File: src/rtl/magnitude_comparator_pipelined.sv
// Pipelined SPLIT-ary magnitude comparator (a>b, b>a, equal); register slice every STAGE tree levels.
// Latency: N = ceil(L/STAGE) cycles, L = ceil(log_SPLIT(WIDTH)); one result per cycle; outputs registered.
// Backpressure: per-slice valid with bubble collapse; i_rdy is combinational from o_rdy. Optional macro MAGNITUDE_COMPARATOR_PIPELINED_SIGNED_EN adds i_sgn.

// One tree node: reduces SPLIT (a,b) flag pairs to one pair, highest-index non-equal pair wins.
module magnitude_comparator_pipelined_node #(
    parameter int SPLIT          = 2,
    parameter int IMPLEMENTATION = 0
) (
    input  logic [SPLIT-1:0] i_a,
    input  logic [SPLIT-1:0] i_b,
    output logic             o_a,
    output logic             o_b
);

    if (IMPLEMENTATION == 0) begin : g_scan
        // LSB-to-MSB scan: a later (more significant) non-equal pair overrides earlier ones
        always_comb begin
            o_a = 1'b0;
            o_b = 1'b0;
            for (int i = 0; i < SPLIT; i++) begin
                if (i_a[i] | i_b[i]) begin
                    o_a = i_a[i];
                    o_b = i_b[i];
                end
            end
        end
    end else begin : g_mask
        logic [SPLIT-1:0] w_hi;
        // one-hot mask of the most significant non-equal child, then AND-OR select
        always_comb begin
            logic v_seen;
            v_seen = 1'b0;
            w_hi   = '0;
            for (int i = SPLIT - 1; i >= 0; i--) begin
                w_hi[i] = (i_a[i] | i_b[i]) & ~v_seen;
                v_seen  = v_seen | i_a[i] | i_b[i];
            end
        end
        assign o_a = |(w_hi & i_a);
        assign o_b = |(w_hi & i_b);
    end

endmodule

module magnitude_comparator_pipelined #(
    parameter int WIDTH          = 32,
    parameter int SPLIT          = 2,
    parameter int STAGE          = 1,
    parameter int IMPLEMENTATION = 0
) (
    input  logic             clk,
    input  logic             rst,
    input  logic             i_vld,
    output logic             i_rdy,
    input  logic             i_sgn,
    input  logic [WIDTH-1:0] i_a,
    input  logic [WIDTH-1:0] i_b,
    output logic             o_vld,
    input  logic             o_rdy,
    output logic             o_a,
    output logic             o_b
);

    function automatic int f_levels(input int w, input int s);
        int  l;
        longint p;
        l = 0;
        p = 1;
        while (p < w) begin
            p = p * s;
            l = l + 1;
        end
        return l;
    endfunction

    localparam int L     = f_levels(WIDTH, SPLIT);
    localparam int POWER = SPLIT ** L;
    localparam int N     = (L + STAGE - 1) / STAGE;

    logic [POWER-1:0] w_pa, w_pb;
    logic [N:1]       r_vld;
    logic [N:1]       w_ld;
    logic [N:1]       w_in_vld;
    logic [N:1]       w_en;

    assign w_pa = POWER'(i_a);
    assign w_pb = POWER'(i_b);

    // slice j may load when it or any slice below it is empty, or the output is being drained
    always_comb begin
        logic v_full;
        v_full = 1'b1;
        w_ld   = '0;
        for (int j = N; j >= 1; j--) begin
            v_full  = v_full & r_vld[j];
            w_ld[j] = o_rdy | ~v_full;
        end
    end

    // valid entering each slice: the input handshake for slice 1, the previous slice otherwise
    always_comb begin
        w_in_vld    = '0;
        w_in_vld[1] = i_vld;
        for (int j = 2; j <= N; j++) begin
            w_in_vld[j] = r_vld[j-1];
        end
    end

    // data registers only capture real transactions so they hold through bubbles
    assign w_en  = w_ld & w_in_vld;
    assign i_rdy = w_ld[1];

    // slice valids advance on load; a load with nothing incoming inserts a bubble
    always_ff @(posedge clk or posedge rst) begin
        if (rst) begin
            r_vld <= '0;
        end else begin
            for (int j = 1; j <= N; j++) begin
                if (w_ld[j]) begin
                    r_vld[j] <= w_in_vld[j];
                end
            end
        end
    end

`ifdef MAGNITUDE_COMPARATOR_PIPELINED_SIGNED_EN
    // Sign handling is reduced up front to "a wins" / "b wins" overrides that ride with the data.
    logic w_ovra_in, w_ovrb_in, w_ovra_n, w_ovrb_n;
    assign w_ovra_in = i_sgn & ~i_a[WIDTH-1] &  i_b[WIDTH-1];
    assign w_ovrb_in = i_sgn &  i_a[WIDTH-1] & ~i_b[WIDTH-1];

    if (N > 1) begin : g_sgn_pipe
        logic [N-1:1] r_ovra, r_ovrb;
        // carry the overrides through every slice ahead of the output slice
        always_ff @(posedge clk or posedge rst) begin
            if (rst) begin
                r_ovra <= '0;
                r_ovrb <= '0;
            end else begin
                if (w_en[1]) begin
                    r_ovra[1] <= w_ovra_in;
                    r_ovrb[1] <= w_ovrb_in;
                end
                for (int j = 2; j < N; j++) begin
                    if (w_en[j]) begin
                        r_ovra[j] <= r_ovra[j-1];
                        r_ovrb[j] <= r_ovrb[j-1];
                    end
                end
            end
        end
        assign w_ovra_n = r_ovra[N-1];
        assign w_ovrb_n = r_ovrb[N-1];
    end else begin : g_sgn_direct
        assign w_ovra_n = w_ovra_in;
        assign w_ovrb_n = w_ovrb_in;
    end
`else
    // unsigned-only build: i_sgn has no function
    logic w_unused_sgn;
    assign w_unused_sgn = i_sgn;
`endif

    for (genvar k = 1; k <= L; k++) begin : g_lvl
        localparam int CNT   = POWER / (SPLIT ** k);
        localparam bit SLICE = ((k % STAGE) == 0) || (k == L);
        localparam int SJ    = (k + STAGE - 1) / STAGE;

        logic [CNT*SPLIT-1:0] w_ia, w_ib;
        logic [CNT-1:0]       w_na, w_nb, w_qa, w_qb;

        if (k == 1) begin : g_leaf
            // per-bit flags: a bit set where only a has a 1, b bit where only b has a 1
            assign w_ia = w_pa & ~w_pb;
            assign w_ib = ~w_pa & w_pb;
        end else begin : g_inner
            assign w_ia = g_lvl[k-1].w_qa;
            assign w_ib = g_lvl[k-1].w_qb;
        end

        for (genvar n = 0; n < CNT; n++) begin : g_node
            magnitude_comparator_pipelined_node #(
                .SPLIT          (SPLIT),
                .IMPLEMENTATION (IMPLEMENTATION)
            ) u_node (
                .i_a (w_ia[n*SPLIT +: SPLIT]),
                .i_b (w_ib[n*SPLIT +: SPLIT]),
                .o_a (w_na[n]),
                .o_b (w_nb[n])
            );
        end

        if (SLICE) begin : g_slice
            logic [CNT-1:0] w_da, w_db, r_qa, r_qb;
            if (k == L) begin : g_out
`ifdef MAGNITUDE_COMPARATOR_PIPELINED_SIGNED_EN
                // differing MSBs under signed compare: the non-negative operand wins
                assign w_da = w_ovra_n ? 1'b1 : (w_ovrb_n ? 1'b0 : w_na);
                assign w_db = w_ovrb_n ? 1'b1 : (w_ovra_n ? 1'b0 : w_nb);
`else
                assign w_da = w_na;
                assign w_db = w_nb;
`endif
            end else begin : g_mid
                assign w_da = w_na;
                assign w_db = w_nb;
            end

            // slice register for this level's flag vectors
            always_ff @(posedge clk or posedge rst) begin
                if (rst) begin
                    r_qa <= '0;
                    r_qb <= '0;
                end else if (w_en[SJ]) begin
                    r_qa <= w_da;
                    r_qb <= w_db;
                end
            end
            assign w_qa = r_qa;
            assign w_qb = r_qb;
        end else begin : g_comb
            assign w_qa = w_na;
            assign w_qb = w_nb;
        end
    end

    assign o_vld = r_vld[N];
    assign o_a   = g_lvl[L].w_qa[0];
    assign o_b   = g_lvl[L].w_qb[0];

endmodule
File: config.mk
export PLATFORM = sky130hd
export DESIGN_NAME = magnitude_comparator_pipelined
export DESIGN_NICKNAME = d
export VERILOG_FILES = /design/src/rtl/magnitude_comparator_pipelined.sv
export SDC_FILE = /design/constraint.sdc
export NUM_CORES = 1
export LEC_CHECK = 0
export CORE_MARGIN = 2
export CORE_UTILIZATION = 45
export CTS_BUF_LIST = sky130_fd_sc_hd__clkbuf_8
export DETAILED_ROUTE_END_ITERATION = 6
export PLACE_DENSITY_LB_ADDON = 0.15
export SKIP_LAST_GASP = 1
export SLEW_MARGIN = 20
export SYNTH_ARGS = -nofsm -noshare
export SYNTH_HDL_FRONTEND = slang
export SYNTH_HIERARCHICAL = 1
export SYNTH_SLANG_ARGS = --single-unit
File: constraint.sdc
create_clock -name clk -period 4.73 [get_ports clk]
set_input_delay 1.1825 -clock clk [delete_from_list [all_inputs] [get_ports clk]]
set_output_delay 1.1825 -clock clk [all_outputs]
set_load 0.005 [all_outputs]
==> qor.csv <==
metric,value,unit
DR vias,2450,
Yosys reg bits,67,
count of clock tree sinks,67,
width of the die,93.2,um
diode count,0,
Initial Utilization,46.3,%
final worst slack,1010,ps
Finished Cell Area,4620,um^2
syn_area_per_cell,10.6,um^2
crit-path cells,"clkdlybuf4s50_1, and4b_1, nand3_1, clkdlybuf4s50_1",
Worst-Skew Late Latency,340,ps
CP max stage cell,clkdlybuf4s50_1,
RSZ-0062 raised after global routing,false,
Pleak,2.15,nW
Post-Route WL,5.48,mm
R2R cell count,3,
CTS Hold Bufs,0,
area post-placement,4380,um^2
Area Growth Syn to Fin,29.2,%
worst-path maximum fanout,5,
DRC,0,
largest net degree at the start of global routing,53,
clk root buf,clkbuf_8,
post-synth net total,408,
CTS HTree Levels,3,
fmax,269,MHz
pre-CTS setup slack,1020,ps
post-synthesis sequential area ratio,46.9,%
crit path kind,primary input to primary output,
DRT iter0 DRCs,46,
gr ovfl total,0,
post-synthesis cell count,339,
Final ANT Viol Nets,0,
Synth Cell Area,3580,um^2
Worst Path Arrival,2540,ps
Final Skew,6.94,ps
CTS tree,yes,
post-CTS setup repair buffer count,0,
Reg-to-Reg Start,r_vld[5]$_DFFE_PP0N_,
I/O Buffers,71,
Total GRT Usage,14.2,%
Final period util,78.7,%
status,finished clean,
Max rail drop VDD,0.152,mV
crit path from,o_rdy,
CP required,3550,ps
largest stage delay on the critical path,540,ps
WL/cell,10.4,um
drt via density,4.67,
most frequent CP cell,clkdlybuf4s50_1,
Final Hold Fails,0,
Worst setup SP type,primary input,
setup_tns,0,ps
Cells on Worst Hold Path,1,
clock slew at reported path FFs,70,ps
critical path capture point type,primary output,
CTS Buffer Depth,2,
NumNets Final,487,
core region area,7730,um^2
worst slew pin tran,1000,ps
Rows,32,
Die Y,93.2,um
global-route wire length before repair,9.76,mm
Hold Startpoint,g_lvl[1].g_slice.r_qa[6]$_DFFE_PP0P_,
Ports,73,
fraction of layout cells with a size suffix above 1,18.9,%
final setup fails,0,
Hold Crit Class,flip-flop to flip-flop,
Max-slew headroom,33.0,%
total CTS buffers,9,
Synth cell types,15,
Final Slew Violations,0,
DP Wirelength,4.09,mm
number of global-route vias before repair,2402,
utilization after layout,59.8,%
fin crit period,3720,ps
CTS-repair resized insts,0,
initial antenna violation count,0,
max-capacitance violation count,0,
GP Congestion,0.711,
die area,8680,um^2
first-pass iteration count of the detailed router,2,
YS warnings,6,
PwrDens,389,nW/um^2
[synthesized netlist by cell type]
cell type	instances	area share, %
dfrtp_1	67	47
inv_1	64	6.7
nor2b_1	64	11
mux2_2	60	19
a21o_1	32	6.7
o21ai_0	32	4.5
nand2_1	5	0.52
buf_6	4	1.3
nand2b_1	3	0.52
mux2_1	2	0.63
o21ai_4	2	0.91
and4b_1	1	0.28
nand3_1	1	0.14
nand4b_4	1	0.66
o21bai_1	1	0.21
[per-layer routing]
metal	global-route usage, %	vias to the layer above	wire length, um
met5	0	-	0
met4	7.23	0	119
met3	3.46	10	239
met2	23.9	49	2600
met1	17.0	1131	2520
li1	-	1260	-
[worst paths after layout]
kind,to,slack [ps]
max in group asynchronous,g_lvl[4].g_slice.r_qa[0]$_DFFE_PP0P_,2680
hold / removal,g_lvl[1].g_slice.r_qa[6]$_DFFE_PP0P_,500
min in group asynchronous,g_lvl[1].g_slice.r_qb[9]$_DFFE_PP0P_,1330
hold reg to reg,g_lvl[1].g_slice.r_qa[6]$_DFFE_PP0P_,500
setup / recovery,i_rdy,1010
setup reg to reg,g_lvl[1].g_slice.r_qa[3]$_DFFE_PP0P_,2740
[registers in the layout, indices dropped and copies added (netlist names)]
register / flops
o_a: 1
r_vld: 5
g_lvl.g_slice.r_qb: 30
o_b: 1
g_lvl.g_slice.r_qa: 30
[power by group]
part,switching [mW],total (mW),internal [mW]
Sequential,0.0855,0.810,0.725
Combinational,0.151,0.418,0.266
Clock,0.210,0.571,0.361
Total,0.447,1.80,1.35
[worst max-delay path, delay by kind of cell]
| kind | cells | cell delay, ps |
|---|---|---|
| buffers and inverters | 2 | 1040 |
| and+or+nand+nor | 2 | 320 |
[cells in the final DEF, fill, tap and decap left out]
| cell type | netlist | routed |
|---|---|---|
| clkdlybuf4s50_1 | 0 | 71 |
| dfrtp_1 | 67 | 67 |
| inv_1 | 64 | 64 |
| nor2b_1 | 64 | 64 |
| mux2_2 | 60 | 60 |
| o21ai_0 | 32 | 32 |
| a21o_1 | 32 | 32 |
| clkbuf_8 | 0 | 10 |
| nand2_1 | 5 | 5 |
| clkinv_2 | 0 | 3 |
| nand2b_1 | 3 | 3 |
| bufinv_16 | 0 | 3 |
| o21ai_4 | 2 | 2 |
| mux2_1 | 2 | 2 |
| nand4b_4 | 1 | 1 |
| and4b_1 | 1 | 1 |
| nand3_1 | 1 | 1 |
| o21bai_1 | 1 | 1 |
| buf_4 | 0 | 1 |
[layout make-up]
type,instances,area [um^2]
Fill cell,667,3110
Sequential cell,67,1680
Multi-Input combinational cell,204,1620
Timing Repair Buffer,72,718
Inverter,64,241
Clock buffer,10,138
Tap cell,102,128
Clock inverter,6,104
[stage by stage]
step                      std cells  hold WS (ps)  total power, mW
after global placement          509           479             1.23
after CTS                       525           502             1.82
after floorplan                 339           464             1.11
final                           525           496             1.80
after global routing            525           518             1.92
after detailed placement        509           485             1.25
[cell families (layout without fill, tap and decap cells)]
family | Yosys count | after routing | share of synthesized area, %
compound gates | 67 | 67 | 12.3
buf+inv | 68 | 152 | 7.97
flops | 67 | 67 | 46.9
mux | 62 | 62 | 19.5
simple gates | 75 | 75 | 13.3
Power figures use the tool's default switching activity.
